$ cat config.mk
export PLATFORM = sky130hd
export DESIGN_NAME = tohost_txq
export DESIGN_NICKNAME = d
export VERILOG_FILES = /design/src/rtl/tohost_txq.sv
export SDC_FILE = /design/constraint.sdc
export NUM_CORES = 1
export LEC_CHECK = 0
export ABC_AREA = 1
export CAP_MARGIN = 0
export CORE_UTILIZATION = 46
export DETAILED_ROUTE_END_ITERATION = 12
export MAX_ROUTING_LAYER = met4
export PLACE_DENSITY = 0.66
export REMOVE_ABC_BUFFERS = 1
export SKIP_CTS_REPAIR_TIMING = 1
export SKIP_LAST_GASP = 1
export SYNTH_ARGS = -nofsm -noshare
export SYNTH_HDL_FRONTEND = slang
export SYNTH_SLANG_ARGS = --single-unit
$ cat constraint.sdc
create_clock -name CLK -period 2.8 [get_ports CLK]
set_input_delay 0.28 -clock CLK [delete_from_list [all_inputs] [get_ports CLK]]
set_output_delay 0.28 -clock CLK [all_outputs]
set_load 0.02 [all_outputs]
$ cat src/rtl/tohost_txq.sv
// tohost_txq: console output stage between the core's tohost MMIO writes
// and the UART transmitter. Decodes tohost words, queues print characters
// in a FIFO, drains them with a WE/READY handshake, and raises DONE once an
// exit has been seen and all output has left the transmitter.
// Optional feature macro: TOHOST_CRLF_EN (expand LF into CR,LF on the wire).
module tohost_txq #(
  parameter int unsigned DEPTH = 16
) (
  input  logic                     CLK,
  input  logic                     RST_X,
  input  logic                     WE,
  input  logic [31:0]              WDATA,
  output logic [7:0]               TX_DATA,
  output logic                     TX_WE,
  input  logic                     TX_READY,
  output logic [$clog2(DEPTH):0]   COUNT,
  output logic                     FULL,
  output logic                     EMPTY,
  output logic                     OVF,
  output logic [15:0]              EXIT_CODE,
  output logic                     DONE
);

  localparam int unsigned AW = $clog2(DEPTH);
  localparam int unsigned CW = AW + 1;

  typedef enum logic [1:0] {
    S_IDLE  = 2'd0,
    S_ISSUE = 2'd1,
    S_HOLD  = 2'd2,
    S_WAIT  = 2'd3
  } state_t;

  state_t          state_q, state_d;
  logic [7:0]      mem [DEPTH];
  logic [AW-1:0]   head, tail;
  logic [CW-1:0]   count_d;
  logic            exit_pend;
  logic            wr_ok, push_req, push_ok, exit_req;
  logic            issue, pop;
  logic [7:0]      head_byte, tx_byte;
  logic            done_cond;
  logic            unused_wdata;
`ifdef TOHOST_CRLF_EN
  logic            cr_sent, cr_set, cr_clr;
`endif

  // Upper tohost bits carry no meaning for this stage
  assign unused_wdata = ^WDATA[31:18];

  // Command decode; everything is ignored once an exit is pending
  assign wr_ok     = WE && !exit_pend;
  assign push_req  = wr_ok && (WDATA[17:16] == 2'd1);
  assign exit_req  = wr_ok && (WDATA[17:16] == 2'd2);
  assign push_ok   = push_req && !FULL;
  assign head_byte = mem[head];

  // Drain FSM state register
  always_ff @(posedge CLK or negedge RST_X) begin
    if (!RST_X) state_q <= S_IDLE;
    else        state_q <= state_d;
  end

  // Drain FSM next state and issue decision
  always_comb begin
    state_d = state_q;
    issue   = 1'b0;
    pop     = 1'b0;
    tx_byte = head_byte;
`ifdef TOHOST_CRLF_EN
    cr_set  = 1'b0;
    cr_clr  = 1'b0;
`endif
    case (state_q)
      S_IDLE: begin
        if (!EMPTY && TX_READY) begin
          issue   = 1'b1;
          state_d = S_ISSUE;
`ifdef TOHOST_CRLF_EN
          // LF at head: send CR first and leave LF in place for the next issue
          if (head_byte == 8'h0A && !cr_sent) begin
            tx_byte = 8'h0D;
            cr_set  = 1'b1;
          end else begin
            pop    = 1'b1;
            cr_clr = 1'b1;
          end
`else
          pop = 1'b1;
`endif
        end
      end
      S_ISSUE: state_d = S_HOLD;
      // READY is ignored here: the transmitter drops it one cycle late
      S_HOLD:  state_d = S_WAIT;
      S_WAIT:  if (TX_READY) state_d = S_IDLE;
      default: state_d = S_IDLE;
    endcase
  end

  // Occupancy after this edge's push/pop
  always_comb begin
    count_d = COUNT;
    case ({push_ok, pop})
      2'b10:   count_d = COUNT + CW'(1);
      2'b01:   count_d = COUNT - CW'(1);
      default: count_d = COUNT;
    endcase
  end

`ifdef TOHOST_CRLF_EN
  assign done_cond = exit_pend && EMPTY && (state_q == S_IDLE) && TX_READY && !cr_sent;
`else
  assign done_cond = exit_pend && EMPTY && (state_q == S_IDLE) && TX_READY;
`endif

  // FIFO storage; contents are don't-care until written
  always_ff @(posedge CLK) begin
    if (push_ok) mem[tail] <= WDATA[7:0];
  end

  // Pointers, occupancy and status flags
  always_ff @(posedge CLK or negedge RST_X) begin
    if (!RST_X) begin
      head  <= '0;
      tail  <= '0;
      COUNT <= '0;
      FULL  <= 1'b0;
      EMPTY <= 1'b1;
      OVF   <= 1'b0;
    end else begin
      if (push_ok) tail <= tail + AW'(1);
      if (pop)     head <= head + AW'(1);
      if (push_req && FULL) OVF <= 1'b1;
      COUNT <= count_d;
      FULL  <= (count_d == CW'(DEPTH));
      EMPTY <= (count_d == CW'(0));
    end
  end

  // Transmitter interface; TX_DATA holds the last byte sent
  always_ff @(posedge CLK or negedge RST_X) begin
    if (!RST_X) begin
      TX_DATA <= 8'h00;
      TX_WE   <= 1'b0;
    end else begin
      TX_WE <= issue;
      if (issue) TX_DATA <= tx_byte;
    end
  end

  // Exit tracking and sticky completion
  always_ff @(posedge CLK or negedge RST_X) begin
    if (!RST_X) begin
      exit_pend <= 1'b0;
      EXIT_CODE <= 16'h0000;
      DONE      <= 1'b0;
    end else begin
      if (exit_req) begin
        exit_pend <= 1'b1;
        EXIT_CODE <= WDATA[15:0];
      end
      if (done_cond) DONE <= 1'b1;
    end
  end

`ifdef TOHOST_CRLF_EN
  // Tracks that the CR for the LF at head has already gone out
  always_ff @(posedge CLK or negedge RST_X) begin
    if (!RST_X)      cr_sent <= 1'b0;
    else if (cr_set) cr_sent <= 1'b1;
    else if (cr_clr) cr_sent <= 1'b0;
  end
`endif

endmodule
==> results.tsv <==
metric	value	unit
CTS tree	done	
commonest non-fill, non-tap cell in the layout	edfxtp_1	
area occupied by multi-input gates	1850	µm²
syn_area_per_cell	12.9	µm²
Worst R2R Path Depth	14	
IO Count	70	
crit-path max cell delay	0.38	ns
setup violators final	0	
largest net degree at the start of global routing	68	
worst-case clock skew	0.00749	ns
Clock Latency Late Sink	0.42	ns
global-route usage over all layers	0.213	
Final min period	2.42	ns
Psw	2.58	mW
clock transition at the registers of the reported paths	0.06	ns
number of global-route vias before repair	4619	
final worst-path cycle share	0.863	
R2R Path End	FULL	
post-synthesis cell area	7050	µm²
Critical Path AT	2.76	ns
initial antenna violation count	0	
final net count	664	
Starting Density	0.478	
global route total overflow	0	
slew of the pin with the lowest slew margin	1.09	ns
CP Class	flip-flop to flip-flop	
global-route wire length before repair	24.5	mm
CP startpoint kind	flip-flop	
r2r setup slk	0.38	ns
status	finished clean	
core area	14800	µm²
die span in y	126	µm
Slowest cell on crit path	dfrtp_1	
leakage	3.14	nW
H-Tree Depth	4	
antenna-violating nets left	0	
Mapped Cells	546	
worst r2r src	state_q[0]	
Max VDD drop	0.000705	V
row cnt	44	
RSZ-0062 raised after global routing	false	
via count	4510	
buffer and inverter count on the worst path	4	
Crit path top cell by count	inv_1	
Final HPWL DP	9.53	mm
area grow syn2layout	20.2	%
Diodes inserted	0	
count of input and output buffers	55	
Int Power	5.21	mW
design area	8470	µm²
WHS	0.0646	ns
vias per inst	5.54	
commonest non-fill, non-tap cells in the layout	edfxtp_1 (128), nor2_1 (90), o21ai_0 (68)	
drt first pass iters	5	
CTS max path bufs	2	
cell family with most CP delay	simple AND/OR/NAND/NOR gates	
Yosys cell types	35	
Synthesis Warnings	0	
register area	4970	µm²
Worst EP required	3.15	ns
max cap viols	0	
CTS root buffer	clkbuf_16	
Fin. Hold Viols	0	
crit end category	flip-flop	
drt wl/cell	18.6	µm
layout cell share with drive strength beyond 1	0.119	
gpl congestion	0.756	
die width	126	µm
post-synthesis sequential area ratio	0.705	
die area	15800	µm²
final count of pins violating max slew	0	
Fillers	1206	
Yosys reg bits	173	
residual DRC count	0	
Total Routed Length	15.1	mm
logic gate share of total power	0.307	
worst-path cell chain	inv_1 > ha_1 > inv_1 > nor2_8 > nand3_1 > nand2_1 > inv_2 > ha_1 > o21ai_0 > inv_1 > or2_2 > nor2_1 > nand3_1 > nor2_1	
clock network power share	0.299	
fmax	414	MHz
relative slew slack	0.274	
TNS Setup	0	ns
Num CTS Buffers	17	
DRT iter0 DRCs	333	
Pwr per Cell Area	919	nW/µm²
Hold Crit Class	input port to asynchronous set/reset pin	
sw frac	0.331	
worst-path maximum fanout	6	
Seq pwr share	0.394	
DP Area	7900	µm²
CTS Sinks	173	
routing by layer:
layer | global-route usage | wire (µm)
met5 | - | 0
met4 | 0.0588 | 136
met3 | 0.0433 | 757
met1 | 0.272 | 6730
met2 | 0.349 | 7520
state kept, by name (all words and copies together), names as in the netlist, 2 cells and up:
| register | count |
|---|---|
| mem | 128 |
| EXIT_CODE | 16 |
| TX_DATA | 8 |
| COUNT | 5 |
| head | 4 |
| tail | 4 |
| state_q | 2 |
worst register-to-register path: cells and delay by family (launching register included):
| kind | cells | cell delay (ns) |
|---|---|---|
| simple gates | 7 | 1.00 |
| fa+ha+maj | 2 | 0.46 |
| buf+inv | 4 | 0.35 |
| flops | 1 | 0.38 |
| compound gates | 1 | 0.16 |
power groups by stage:
stage | sequential (mW) | clock, mW | combinational (mW)
global placement | 3.11 | 0 | 2.30
global route | 3.09 | 2.47 | 2.66
finish | 3.07 | 2.33 | 2.39
floorplan | 3.35 | 0 | 1.21
detailed placement | 3.12 | 0 | 2.39
CTS | 3.07 | 2.37 | 2.40
kinds of logic (layout without fill, tap and decap cells):
logic type / count (synthesis) / count (layout) / share of synthesized area
XOR/XNOR: 7 / 7 / 0.00870
AO/OA/AOI/OAI: 127 / 127 / 0.111
flip-flops: 173 / 173 / 0.705
AND/OR/NAND/NOR: 156 / 156 / 0.0982
adder cells (fa/ha/maj): 11 / 11 / 0.0195
buffers and inverters: 56 / 140 / 0.0316
multiplexers: 16 / 16 / 0.0256
cells in the mapped netlist (all sizes together):
library cell,number,area share
o22ai,6,0.0053
buf,10,0.0071
ha,11,0.020
a21oi,1,0.00071
dfstp,1,0.0037
xnor2,1,0.0012
a41o,1,0.0014
xor2,6,0.0075
clkinv,2,0.0011
dfrtp,44,0.16
a31o,1,0.0012
o221ai,26,0.032
or2,1,0.00089
nand4,3,0.0027
nor2,93,0.053
inv,29,0.015
a31oi,6,0.0053
mux2,16,0.026
nand2,39,0.023
edfxtp,128,0.55
o21ai,80,0.057
nand3,20,0.018
clkbuf,15,0.0080
a2bb2oi,6,0.0075
cell type report:
class / instances / share of cell area
timing repair buffer: 77 / 0.0853
clock buffer: 25 / 0.0549
multi-input combinational: 317 / 0.219
sequential: 173 / 0.587
inverter: 31 / 0.0137
clock inverter: 7 / 0.0133
tap: 184 / 0.0272
worst max path at each step:
stage          startpoint         end  depth (start not counted)
2_1_floorplan     head[0]  TX_DATA[3]                          7
3_3_place_gp    WDATA[16]        FULL                         15
3_5_place_dp    WDATA[16]        FULL                         15
4_1_cts        state_q[0]        FULL                         14
5_1_grt        state_q[0]        FULL                         14
6_report       state_q[0]        FULL                         14
through the flow:
step / cells / power (mW) / utilization / setup WS, ns
final: 814 / 7.78 / 0.574 / 0.385
after detailed placement: 782 / 5.51 / 0.535 / 0.233
after floorplan: 521 / 4.56 / - / 0.216
after global routing: 814 / 8.22 / 0.574 / 0.179
after CTS: 814 / 7.84 / 0.574 / 0.369
after global placement: 782 / 5.42 / 0.535 / 0.313
(Power assumes the default switching activity.)
